--- src/rtl/seg_scan_driver.sv ---
// Multiplexed seven-segment scan driver. It latches a 32-bit result word and
// applies it only at frame boundaries. Each digit slot opens with an all-off blank interval.
module seg_scan_driver #(
  parameter int DIGITS       = 8,
  parameter int REFRESH_DIV  = 12500,
  parameter int BLANK_CYCLES = 250
) (
  input  logic        clk,
  input  logic        rst,
  input  logic [31:0] value_in,
  input  logic        value_valid,
  input  logic        blank_lz,
  output logic [7:0]  seg,
  output logic [6:0]  display,
  output logic        frame_done
);

  localparam int CNT_W = (REFRESH_DIV > 1) ? $clog2(REFRESH_DIV) : 1;
  localparam int IDX_W = (DIGITS > 1) ? $clog2(DIGITS) : 1;
  localparam logic [CNT_W-1:0] CNT_LAST  = CNT_W'(REFRESH_DIV - 1);
  localparam logic [IDX_W-1:0] IDX_LAST  = IDX_W'(DIGITS - 1);
  localparam logic [CNT_W-1:0] BLANK_END = CNT_W'(BLANK_CYCLES);
  localparam logic [31:0] DIGIT_MASK =
    (DIGITS >= 8) ? 32'hFFFF_FFFF : ((32'h1 << (4 * DIGITS)) - 32'h1);

  logic [CNT_W-1:0] cnt_q, cnt_d;
  logic [IDX_W-1:0] idx_q, idx_d;
  logic [31:0]      pending_q, pending_d;
  logic             pend_flag_q, pend_flag_d;
  logic [31:0]      shown_q, shown_d;
  logic             lz_shown_q, lz_shown_d;
  logic [7:0]       seg_q, seg_d;
  logic [6:0]       display_q, display_d;
  logic             frame_done_q, frame_done_d;

  logic             wrap;
  logic             boundary;
  logic             in_blank;
  logic             lz_blank;
  logic [31:0]      upper;

  function automatic logic [6:0] seg_decode(input logic [3:0] n);
    case (n)
      4'h0:    seg_decode = 7'b1000000;
      4'h1:    seg_decode = 7'b1111001;
      4'h2:    seg_decode = 7'b0100100;
      4'h3:    seg_decode = 7'b0110000;
      4'h4:    seg_decode = 7'b0011001;
      4'h5:    seg_decode = 7'b0010010;
      4'h6:    seg_decode = 7'b0000010;
      4'h7:    seg_decode = 7'b1111000;
      4'h8:    seg_decode = 7'b0000000;
      4'h9:    seg_decode = 7'b0010000;
      4'hA:    seg_decode = 7'b0001000;
      4'hB:    seg_decode = 7'b0000011;
      4'hC:    seg_decode = 7'b1000110;
      4'hD:    seg_decode = 7'b0100001;
      4'hE:    seg_decode = 7'b0000110;
      default: seg_decode = 7'b0001110;
    endcase
  endfunction

  always_comb begin
    wrap         = (cnt_q == CNT_LAST);
    boundary     = wrap && (idx_q == IDX_LAST);

    cnt_d        = wrap ? '0 : cnt_q + 1'b1;
    idx_d        = idx_q;
    if (wrap) idx_d = (idx_q == IDX_LAST) ? '0 : idx_q + 1'b1;

    pending_d    = pending_q;
    pend_flag_d  = pend_flag_q;
    shown_d      = shown_q;
    lz_shown_d   = lz_shown_q;
    if (value_valid) pending_d = value_in;
    if (boundary) begin
      // A strobe landing on the boundary goes straight to the display.
      shown_d     = value_valid ? value_in : (pend_flag_q ? pending_q : shown_q);
      lz_shown_d  = blank_lz;
      pend_flag_d = 1'b0;
    end else if (value_valid) begin
      pend_flag_d = 1'b1;
    end

    in_blank     = (BLANK_CYCLES > 0) && (cnt_q < BLANK_END);
    upper        = (shown_q & DIGIT_MASK) >> {idx_q, 2'b00};
    lz_blank     = lz_shown_q && (idx_q != '0) && (upper == 32'h0);

    seg_d        = in_blank ? 8'hFF : ~(8'h01 << idx_q);
    display_d    = (in_blank || lz_blank) ? 7'h7F : seg_decode(upper[3:0]);
    frame_done_d = boundary;
  end

  always_ff @(posedge clk or negedge rst) begin
    if (!rst) begin
      cnt_q        <= '0;
      idx_q        <= '0;
      pending_q    <= 32'h0;
      pend_flag_q  <= 1'b0;
      shown_q      <= 32'h0;
      lz_shown_q   <= 1'b0;
      seg_q        <= 8'hFF;
      display_q    <= 7'h7F;
      frame_done_q <= 1'b0;
    end else begin
      cnt_q        <= cnt_d;
      idx_q        <= idx_d;
      pending_q    <= pending_d;
      pend_flag_q  <= pend_flag_d;
      shown_q      <= shown_d;
      lz_shown_q   <= lz_shown_d;
      seg_q        <= seg_d;
      display_q    <= display_d;
      frame_done_q <= frame_done_d;
    end
  end

  assign seg        = seg_q;
  assign display    = display_q;
  assign frame_done = frame_done_q;

endmodule

--- config.mk ---
export PLATFORM = sky130hd
export DESIGN_NAME = seg_scan_driver
export DESIGN_NICKNAME = d
export VERILOG_FILES = /design/src/rtl/seg_scan_driver.sv
export SDC_FILE = /design/constraint.sdc
export NUM_CORES = 1
export LEC_CHECK = 0
export CORE_MARGIN = 2
export CORE_UTILIZATION = 56
export DETAILED_ROUTE_END_ITERATION = 8
export GPL_ROUTABILITY_DRIVEN = 0
export PLACE_DENSITY = 0.79
export SLEW_MARGIN = 20
export SYNTH_ARGS = -nofsm -noshare
export SYNTH_HDL_FRONTEND = slang
export SYNTH_SLANG_ARGS = --single-unit
--- constraint.sdc ---
create_clock -name clk -period 4.25 [get_ports clk]
set_input_delay 1.0625 -clock clk [delete_from_list [all_inputs] [get_ports clk]]
set_output_delay 1.0625 -clock clk [all_outputs]
set_load 0.05 [all_outputs]
==> flow_metrics.py <==
metrics = {
    "outcome": {
        "status": "complete, no violations",
    },
    "floorplanning": {
        "design.core.area_um2": 7810,
        "start_util_pct": 58.1,
        "die_y_um": 94.0,
        "die_w_um": 94.0,
        "dieArea_um2": 8840,
        "ios": 52,
        "num_rows": 32,
    },
    "drt": {
        "drt_pass1_iterations": 4,
        "drt-vias-per-instance": 5.78,
        "vias": 2926,
        "wl_um": 8380,
        "wl_per_cell_um": 16.6,
        "drtIter0Drc": 182,
        "drc": 0,
        "ant_nets": 0,
    },
    "timing": {
        "tns_ps": 0,
        "layout_setup_ws_ps": 809,
        "clock-skew-final_ps": 15.8,
        "grt_setup_unrepaired": "no",
        "slew_headroom_pct": 36.7,
        "max_freq_mhz": 291,
        "finalCriticalPeriod_ps": 3440,
        "setup_viol": 0,
        "worst_pin_slew_ps": 949,
        "slew_viol_final": 0,
        "period_share_pct": 81.0,
        "hold_violations": 0,
    },
    "worst_setup_path": {
        "r2r_cells": 9,
        "arrival_ps": 3700,
        "crit_path_start_kind": "register",
        "regToRegSetupSlack_ps": 810,
        "worstReg2RegEnd": "display[5]$_DFF_PN1_",
        "required_ps": 4510,
        "critPathMaxFanout": 16,
        "rr_startpoint": "idx_q[0]$_DFFE_PN0N_",
        "end_kind": "register",
        "timing.critical_path.to": "display[5]$_DFF_PN1_",
        "critical_path_class": "register to register",
        "crit_start": "idx_q[0]$_DFFE_PN0N_",
    },
    "layout": {
        "diodes": 0,
        "final_core_util_pct": 68.1,
        "drive_gt1_share_pct": 22.0,
        "nets": 449,
        "postLayoutCellArea_um2": 5320,
        "syn_to_final_growth_pct": 17.1,
        "fin_cells": 506,
    },
    "placement": {
        "dpl_cell_area_um2": 5160,
        "post-dp-hpwl_um": 6010,
        "place_inst": 491,
        "numPortBuffers": 51,
        "dp_slack_ps": 859,
    },
    "global_routing": {
        "grt_first_pass_wirelength_um": 14000,
        "grt_pass1_vias": 2908,
        "antenna_found_initial": 0,
        "grt_overflow_total": 0,
        "grt_max_degree": 82,
        "grtUsageTotal_pct": 20.7,
    },
    "logic_synthesis": {
        "syn_area_per_cell_um2": 13.1,
        "synth_cell_types": 50,
        "ys_ff_latch": 99,
        "synth_edf_count": 0,
        "synthesis.area_um2": 4540,
        "syn_nets": 395,
        "postSynth.asyncResetShare_pct": 100,
        "ys.flop_type": "dfrtp_1",
        "synth_cells": 346,
        "seq_area_frac_synth_pct": 55.0,
        "synth_warnings": 0,
    },
    "cts": {
        "cts.sinks": 99,
        "h-tree-depth": 3,
        "clock_path_buffers": 2,
        "clk_latency_ps": 360,
        "clk_pin_slew_ps": 90,
        "cts_tree": "yes",
        "root_buffer": "clkbuf_8",
        "numCtsBuffers": 9,
        "cts_resized": 0,
        "post_cts_buffers": 0,
        "ctsHoldBuffers": 0,
    },
    "pwr": {
        "power_density_nw_per_um2": 301,
        "ir_worst_vdd_v": 0.000217,
        "p_leak_nw": 2.33,
    },
    "hold_path": {
        "hold_class": "register to register",
        "hold_depth": 2,
        "min_from": "pend_flag_q$_DFFE_PN0P_",
    },
    "flow_run": {
        "max-cap-violations": 0,
    },
}
==> cell type report <==
type	instances	area (um^2)
well taps	102	128
inverters	5	18.8
clock buffers	12	145
multi-input cells	228	1960
fillers	577	2490
flip-flops and latches	99	2500
repair buffers	57	553
clock inverters	3	15.0
==> layer usage <==
layer  global-route usage (%)  vias to the layer above  share of wire, %
met1                     29.6                     1482                46
met2                     31.5                       77                48
met4                     7.61                        0               1.4
met5                        0                        -                 0
met3                     4.41                       14               4.4
li1                         -                     1353                 -
==> metrics by stage <==
step / hold slack [ps] / power [W]
finish: 492 / 0.00160
CTS: 494 / 0.00161
floorplan: 443 / 0.00104
global placement: 461 / 0.00110
detailed placement: 473 / 0.00110
global route: 521 / 0.00167
==> cells in the final DEF, fill, tap and decap left out, types with 6 or more instances in the layout <==
cell type        count
mux4_2              11
mux2_1              30
ha_1                13
mux2_2              37
a21oi_1              7
nor2_1              27
xnor2_1              6
nand3_1              7
clkbuf_8            10
dfstp_2             15
buf_4                7
nand2_1             28
dfrtp_1             84
clkdlybuf4s50_1     50
==> critical path, cell delays in order (launching register included) <==
cell       delay [ps]
dfrtp_1           750
mux4_2            600
mux2_2            330
inv_1             150
ha_1              220
nand2_1            80
a221o_1           250
or4_1             520
a22o_2            330
o2111ai_1         130
==> how the worst min path moves through the flow <==
stage	slack [ps]	end
6_report	490	pend_flag_q$_DFFE_PN0P_
5_1_grt	520	pending_q[13]$_DFFE_PN0P_
4_1_cts	490	pend_flag_q$_DFFE_PN0P_
3_5_place_dp	470	pend_flag_q$_DFFE_PN0P_
3_3_place_gp	460	pend_flag_q$_DFFE_PN0P_
2_1_floorplan	440	pend_flag_q$_DFFE_PN0P_
==> cells by family (layout without fill, tap and decap cells) <==
kind of cell,after synthesis,after routing,synth area share (%)
flip-flops,99,99,55.0
XOR/XNOR,11,11,2.12
adder cells (fa/ha/maj),13,13,3.58
AO/OA/AOI/OAI,28,28,4.22
multiplexers,81,81,23.1
AND/OR/NAND/NOR,95,95,10.2
buffers and inverters,19,77,1.79
==> sequential cells by signal, indices dropped and copies added, names as in the netlist <==
| register | cells |
|---|---|
| cnt_q | 14 |
| lz_shown_q | 1 |
| pending_q | 32 |
| frame_done | 1 |
| display | 7 |
| seg | 8 |
| idx_q | 3 |
| pend_flag_q | 1 |
| shown_q | 32 |
==> report_power, final <==
group / switching (W) / internal, W
clock: 0.000295 / 0.000224
sequential: 0.00000736 / 0.000972
combinational: 0.0000432 / 0.0000572
==> Yosys cell counts (6+ instances only) <==
| cell type | number | area [um^2] |
|---|---|---|
| a21oi_1 | 7 | 35.0 |
| clkbuf_1 | 8 | 30.0 |
| dfrtp_1 | 84 | 2100 |
| dfstp_2 | 15 | 394 |
| ha_1 | 13 | 163 |
| mux2_1 | 30 | 338 |
| mux2_2 | 37 | 417 |
| mux4_2 | 11 | 248 |
| nand2_1 | 28 | 105 |
| nand3_1 | 7 | 35.0 |
| nor2_1 | 27 | 101 |
| xnor2_1 | 6 | 52.6 |
Power figures use the tool's default switching activity.
